===== config.mk =====
export PLATFORM = sky130hd
export DESIGN_NAME = lsu_align
export DESIGN_NICKNAME = d
export VERILOG_FILES = /design/src/rtl/lsu_align.sv
export SDC_FILE = /design/constraint.sdc
export NUM_CORES = 1
export LEC_CHECK = 0
export CAP_MARGIN = 20
export CORE_ASPECT_RATIO = 1.4
export CORE_MARGIN = 3
export CORE_UTILIZATION = 37
export CTS_CLUSTER_DIAMETER = 30
export CTS_CLUSTER_SIZE = 30
export DETAILED_ROUTE_END_ITERATION = 6
export HOLD_SLACK_MARGIN = 0.15
export PLACE_DENSITY = 0.95
export SLEW_MARGIN = 20
export SYNTH_ARGS = -nofsm -noshare
export SYNTH_HDL_FRONTEND = slang
export SYNTH_SLANG_ARGS = --single-unit

===== constraint.sdc =====
create_clock -name clk -period 11.4 [get_ports clk]
set_clock_uncertainty 0.2 [all_clocks]
set_input_delay 2.28 -clock clk [delete_from_list [all_inputs] [get_ports clk]]
set_output_delay 2.28 -clock clk [all_outputs]
set_load 0.05 [all_outputs]

===== src/rtl/lsu_align.sv =====
// Load/store alignment between the MEM pipeline register and dmem; optional split of misaligned accesses (LSU_MISALIGN_SPLIT_EN).
// Latency: dmem_* combinational from request/state; load_data/load_valid one cycle after an aligned access, after the second access when split.
// Backpressure: stall=1 during the first half of a split access, so the pipeline holds its request for one extra cycle; otherwise never stalls.
//
// Build option: define LSU_MISALIGN_SPLIT_EN to split misaligned halfword/word accesses into two
// word accesses (IDLE -> SPLIT2). Without it, misaligned requests are rejected with a misalign_err pulse.

module lsu_align #(
   parameter int XLEN        = 32,
   parameter bit ALIGN_CHECK = 1'b1
) (
   input  logic            clk,
   input  logic            reset,
   input  logic            req_valid,
   input  logic            req_store,
   input  logic [1:0]      req_size,
   input  logic            req_unsigned,
   input  logic [XLEN-1:0] req_addr,
   input  logic [XLEN-1:0] req_wdata,
   output logic            stall,
   output logic            load_valid,
   output logic [XLEN-1:0] load_data,
   output logic            misalign_err,
   output logic            dmem_we,
   output logic [XLEN-1:0] dmem_a,
   output logic [XLEN-1:0] dmem_wd,
   output logic [3:0]      dmem_byteen,
   input  logic [XLEN-1:0] dmem_rd
);

`ifdef LSU_MISALIGN_SPLIT_EN
   localparam bit SPLIT_EN = 1'b1;
   typedef enum logic {IDLE = 1'b0, SPLIT2 = 1'b1} state_t;
`else
   localparam bit SPLIT_EN = 1'b0;
   typedef enum logic {IDLE = 1'b0} state_t;
`endif

   // Byte-lane mask for an access size, right-justified (size 11 behaves as word).
   function automatic logic [3:0] size_mask(input logic [1:0] size);
      case (size)
         2'b00:   return 4'b0001;
         2'b01:   return 4'b0011;
         default: return 4'b1111;
      endcase
   endfunction

   // Number of bytes moved by an access size.
   function automatic logic [2:0] size_bytes(input logic [1:0] size);
      case (size)
         2'b00:   return 3'd1;
         2'b01:   return 3'd2;
         default: return 3'd4;
      endcase
   endfunction

   // Sign/zero extension of a right-justified load value to 32 bits.
   function automatic logic [31:0] extend(input logic [31:0] raw, input logic [1:0] size,
                                          input logic uns);
      logic fill;
      case (size)
         2'b00: begin
            fill = ~uns & raw[7];
            return {{24{fill}}, raw[7:0]};
         end
         2'b01: begin
            fill = ~uns & raw[15];
            return {{16{fill}}, raw[15:0]};
         end
         default: return raw;
      endcase
   endfunction

   state_t     state;
   state_t     state_nxt;
   logic       in_split;
   logic [1:0] req_off;
   logic       req_mis;

`ifdef LSU_MISALIGN_SPLIT_EN
   // Request captured at the first half of a split so the second half does not depend on the bus.
   logic        h_store;
   logic [1:0]  h_size;
   logic        h_unsigned;
   logic [1:0]  h_off;
   logic [29:0] h_word;
   logic [31:0] h_wdata;
   logic [31:0] hold_rd;

   assign in_split = (state == SPLIT2);
`else
   assign in_split = (state != IDLE);
`endif

   // Effective byte offset and misalignment of the incoming request.
   always_comb begin
      req_off = req_addr[1:0];
      if (!ALIGN_CHECK && req_size != 2'b00) begin
         req_off = 2'b00;
      end
      req_mis = ({1'b0, req_off} + size_bytes(req_size)) > 3'd4;
   end

   // State register.
   always_ff @(posedge clk) begin
      if (reset) begin
         state <= IDLE;
      end else begin
         state <= state_nxt;
      end
   end

   // Next state: a misaligned request in IDLE spends one extra cycle in SPLIT2.
   always_comb begin
      state_nxt = IDLE;
`ifdef LSU_MISALIGN_SPLIT_EN
      if (!in_split && req_valid && req_mis) begin
         state_nxt = SPLIT2;
      end
`endif
   end

   // dmem access and stall, combinational from the request (IDLE) or the held request (SPLIT2).
   always_comb begin
      stall       = 1'b0;
      dmem_we     = 1'b0;
      dmem_a      = '0;
      dmem_wd     = '0;
      dmem_byteen = 4'b0000;
      if (!reset) begin
         if (in_split) begin
`ifdef LSU_MISALIGN_SPLIT_EN
            dmem_a      = {h_word + 30'd1, 2'b00};
            dmem_we     = h_store;
            dmem_byteen = h_store ? (size_mask(h_size) >> (3'd4 - {1'b0, h_off})) : 4'b0000;
            dmem_wd     = h_wdata >> (6'd32 - {1'b0, h_off, 3'b000});
`endif
         end else if (req_valid) begin
            dmem_a = {req_addr[31:2], 2'b00};
            if (!req_mis || SPLIT_EN) begin
               dmem_we     = req_store;
               dmem_byteen = req_store ? (size_mask(req_size) << req_off) : 4'b0000;
               dmem_wd     = req_wdata << {req_off, 3'b000};
            end
            stall = req_mis && SPLIT_EN;
         end
      end
   end

   // Load return path, misalignment error pulse and split capture.
   always_ff @(posedge clk) begin
      if (reset) begin
         load_valid   <= 1'b0;
         load_data    <= '0;
         misalign_err <= 1'b0;
`ifdef LSU_MISALIGN_SPLIT_EN
         h_store      <= 1'b0;
         h_size       <= 2'b00;
         h_unsigned   <= 1'b0;
         h_off        <= 2'b00;
         h_word       <= '0;
         h_wdata      <= '0;
         hold_rd      <= '0;
`endif
      end else begin
         load_valid   <= 1'b0;
         misalign_err <= 1'b0;
         if (in_split) begin
`ifdef LSU_MISALIGN_SPLIT_EN
            // Low bytes come from the first word, the rest from lane 0 upward of the second.
            if (!h_store) begin
               load_valid <= 1'b1;
               load_data  <= extend(hold_rd | (dmem_rd << (6'd32 - {1'b0, h_off, 3'b000})),
                                    h_size, h_unsigned);
            end
`endif
         end else if (req_valid) begin
            if (!req_mis) begin
               if (!req_store) begin
                  load_valid <= 1'b1;
                  load_data  <= extend(dmem_rd >> {req_off, 3'b000}, req_size, req_unsigned);
               end
            end else begin
`ifdef LSU_MISALIGN_SPLIT_EN
               h_store    <= req_store;
               h_size     <= req_size;
               h_unsigned <= req_unsigned;
               h_off      <= req_off;
               h_word     <= req_addr[31:2];
               h_wdata    <= req_wdata;
               hold_rd    <= dmem_rd >> {req_off, 3'b000};
`else
               misalign_err <= 1'b1;
`endif
            end
         end
      end
   end

endmodule


==> impl_metrics.yaml <==
timing:
  finalCriticalPeriod_ns: 8.73
  max_freq_ghz: 0.115
  drv_slew: 0
  slew_headroom: 0.435
  whs_ns: 0.253
  hold_viol: 0
  grt_setup_unrepaired: "no"
  setup_tns_ns: 0
  period_share: 0.766
  setup_viol: 0
  worst_slack_ns: 2.67
  worst_slew_pin_slew_ns: 0.841
layout:
  diodes: 0
  layout.cells.non_filler: 637
  final_layout_size_suffix_gt1_frac: 0.0590
  final_area_um2: 4800
  finalNetCount: 647
  area_delta_synth_final_pct: 78.8
yosys:
  avgSynthCellArea_um2: 7.48
  synth_seq_area_share: 0.253
  synthTopCellsByCount: "nor2_1, a211oi_1, and2_1, nand2_1, dfxtp_1"
  synthTopCellsByArea: "dfxtp_1, a211oi_1, mux2i_1"
  yosysMostFrequentCell: "nor2_1"
  ys.flop_type: "dfxtp_1"
  synth-seq-cells: 34
  synth_warnings: 0
  synth_top_area_share: 0.253
  synth.largest_area_cell: "dfxtp_1"
  synth_area_um2: 2690
  synth-edff-count: 0
  synth.distinct_cells: 35
  postSynthCellCount: 359
  synth_async_sr_flop_share: 0
placed_design:
  gp_congestion: 0.873
  pre_cts_slack_ns: 2.58
  hpwl_um: 8300
  dp_cells: 628
  dpl_cell_area_um2: 4700
  portBuffers: 203
critical_path:
  r2r-end: "load_data[17]"
  reg2regPathDepth: 2
  slowest_stage: "clkdlybuf4s50_1"
  cp_top_family: "buffers and inverters"
  r2r-start: "load_data[17]"
  crit_path_end_kind: "output pin"
  cpPeakStageDelay_ns: 0.81
  ff2ff_setup_slack_ns: 10.49
  cp.buffers_inverters: 5
  worstPathArrival_ns: 6.25
  path_cells: "clkdlybuf4s50_1, or2_2, inv_1, ha_1, inv_1, fa_1, and2_1, o21ai_2, buf_6, nor3_1, and2_1, clkdlybuf4s50_1"
  worstPathRequired_ns: 8.92
  cp_max_fo: 22
  crit_type: "primary input to output pin"
  start_kind: "primary input"
global_route:
  antenna_found_initial: 0
  grt_remaining_overflow: 0
  track_usage: 0.250
  grt_max_degree: 67
  grt_pass1_wl_um: 16700
  grt_pass1_vias: 3487
detailed_routing:
  vias: 3315
  wire_per_inst_um: 16.6
  viasPerCell: 5.20
  drt_pass1_iterations: 4
  drtAntennaViolNets: 0
  wl_um: 10600
  drt_iter0_drc: 134
  drcViolationCount: 0
clock_network:
  clock_latency_ns: 0.29
  cts_num_sinks: 34
  htree_levels: 2
  clockBufferDepth: 2
  cts_root_buffer: "clkbuf_8"
  cts_setup_buffers: 0
  cts.clk_slew.worst_paths_ns: 0.07
  cts_tree: "yes"
  cts_hold_buf: 0
  post_cts_resized: 0
  cts_made_buffers: 5
floorplan:
  start_util: 0.382
  core_um2: 7030
  dieHeight_um: 107
  rows: 36
  pin_count: 207
  die_area_um2: 8330
  die_width_um: 78.0
job:
  max_cap_violations: 0
min_path:
  holdPathEnd: "load_data[4]"
  hold_path_class: "flop to flop"
  worstHoldStart: "load_data[4]"
  whs_path_depth: 2
pwr:
  p_per_area_nw_per_um2: 88.8
  p_leak_nw: 1.78
  ir_worst_vdd_v: 0.0000521
run_status:
  status: "complete, no violations"
[cell usage in the layout, fill, tap and decap left out, types with 2 or more instances in the layout]
| master | synthesis | routed |
|---|---|---|
| nand2_1 | 41 | 41 |
| clkdlybuf4s50_1 | 0 | 200 |
| or2_2 | 2 | 2 |
| a21oi_1 | 19 | 19 |
| inv_1 | 7 | 7 |
| nor4_1 | 2 | 2 |
| a211oi_1 | 42 | 42 |
| o211ai_1 | 7 | 7 |
| and2_1 | 41 | 41 |
| nor3_1 | 9 | 9 |
| buf_4 | 3 | 5 |
| clkbuf_8 | 0 | 6 |
| nand2b_1 | 2 | 2 |
| nor2_1 | 44 | 44 |
| ha_1 | 2 | 2 |
| nor2b_1 | 13 | 12 |
| dfxtp_1 | 34 | 34 |
| o21ai_0 | 2 | 2 |
| mux2i_1 | 30 | 30 |
| o2bb2ai_1 | 6 | 6 |
| buf_2 | 12 | 3 |
| mux2_2 | 9 | 9 |
| conb_1 | 1 | 3 |
[worst max-delay path by stage]
stage           startpoint              to  slack, ns  cells past startpoint
3_3_place_gp   req_size[1]      dmem_wd[2]       2.72                     11
5_1_grt        req_size[1]      dmem_wd[1]       2.44                     12
6_report       req_size[1]      dmem_wd[1]       2.67                     12
2_1_floorplan  req_size[1]  dmem_byteen[2]       3.46                     11
4_1_cts        req_size[1]      dmem_wd[1]       2.57                     11
3_5_place_dp   req_size[1]      dmem_wd[1]       2.58                     11
[where the power goes]
part,leakage [nW],switching [mW],internal [mW]
Clock,0.0482,0.0419,0.0486
Combinational,1.45,0.120,0.0841
Sequential,0.278,0.00440,0.127
[logic make-up after synthesis]
group                    count (synthesis)  share of synthesized area
AO/OA/AOI/OAI                           81                      0.210
other                                    1                    0.00140
adder cells (fa/ha/maj)                  3                     0.0168
XOR/XNOR                                 2                    0.00652
buffers and inverters                   43                     0.0760
multiplexers                            40                      0.158
flip-flops                              34                      0.253
AND/OR/NAND/NOR                        155                      0.278
[stage by stage]
stage	utilization	total power, mW
floorplan	-	0.255
global route	0.683	0.446
CTS	0.682	0.427
detailed placement	0.669	0.337
global placement	0.669	0.333
finish	0.683	0.426
[sequential cells by signal, indices dropped and copies added, names as in the netlist]
register	flops
load_valid	1
misalign_err	1
load_data	32
[worst reg2reg max path: stages (launching register included)]
cell and delay (ns):
dfxtp_1 0.34, nor2_1 0.05, a211oi_1 0.23
[final cells by class]
cell class,instances,area (µm²)
multi-input cells,284,1820
well taps,95,119
repair buffers,209,2070
clock inverters,1,5.00
flip-flops and latches,34,681
fillers,544,2230
inverters,7,26.3
clock buffers,7,86.3
[metal layers]
layer	vias to the layer above	track usage	wire length [µm]
met5	-	0	0
met4	0	0.113	373
met3	31	0.0723	957
met2	182	0.459	5600
met1	1498	0.260	3630
li1	1604	-	-
(Power assumes the default switching activity.)
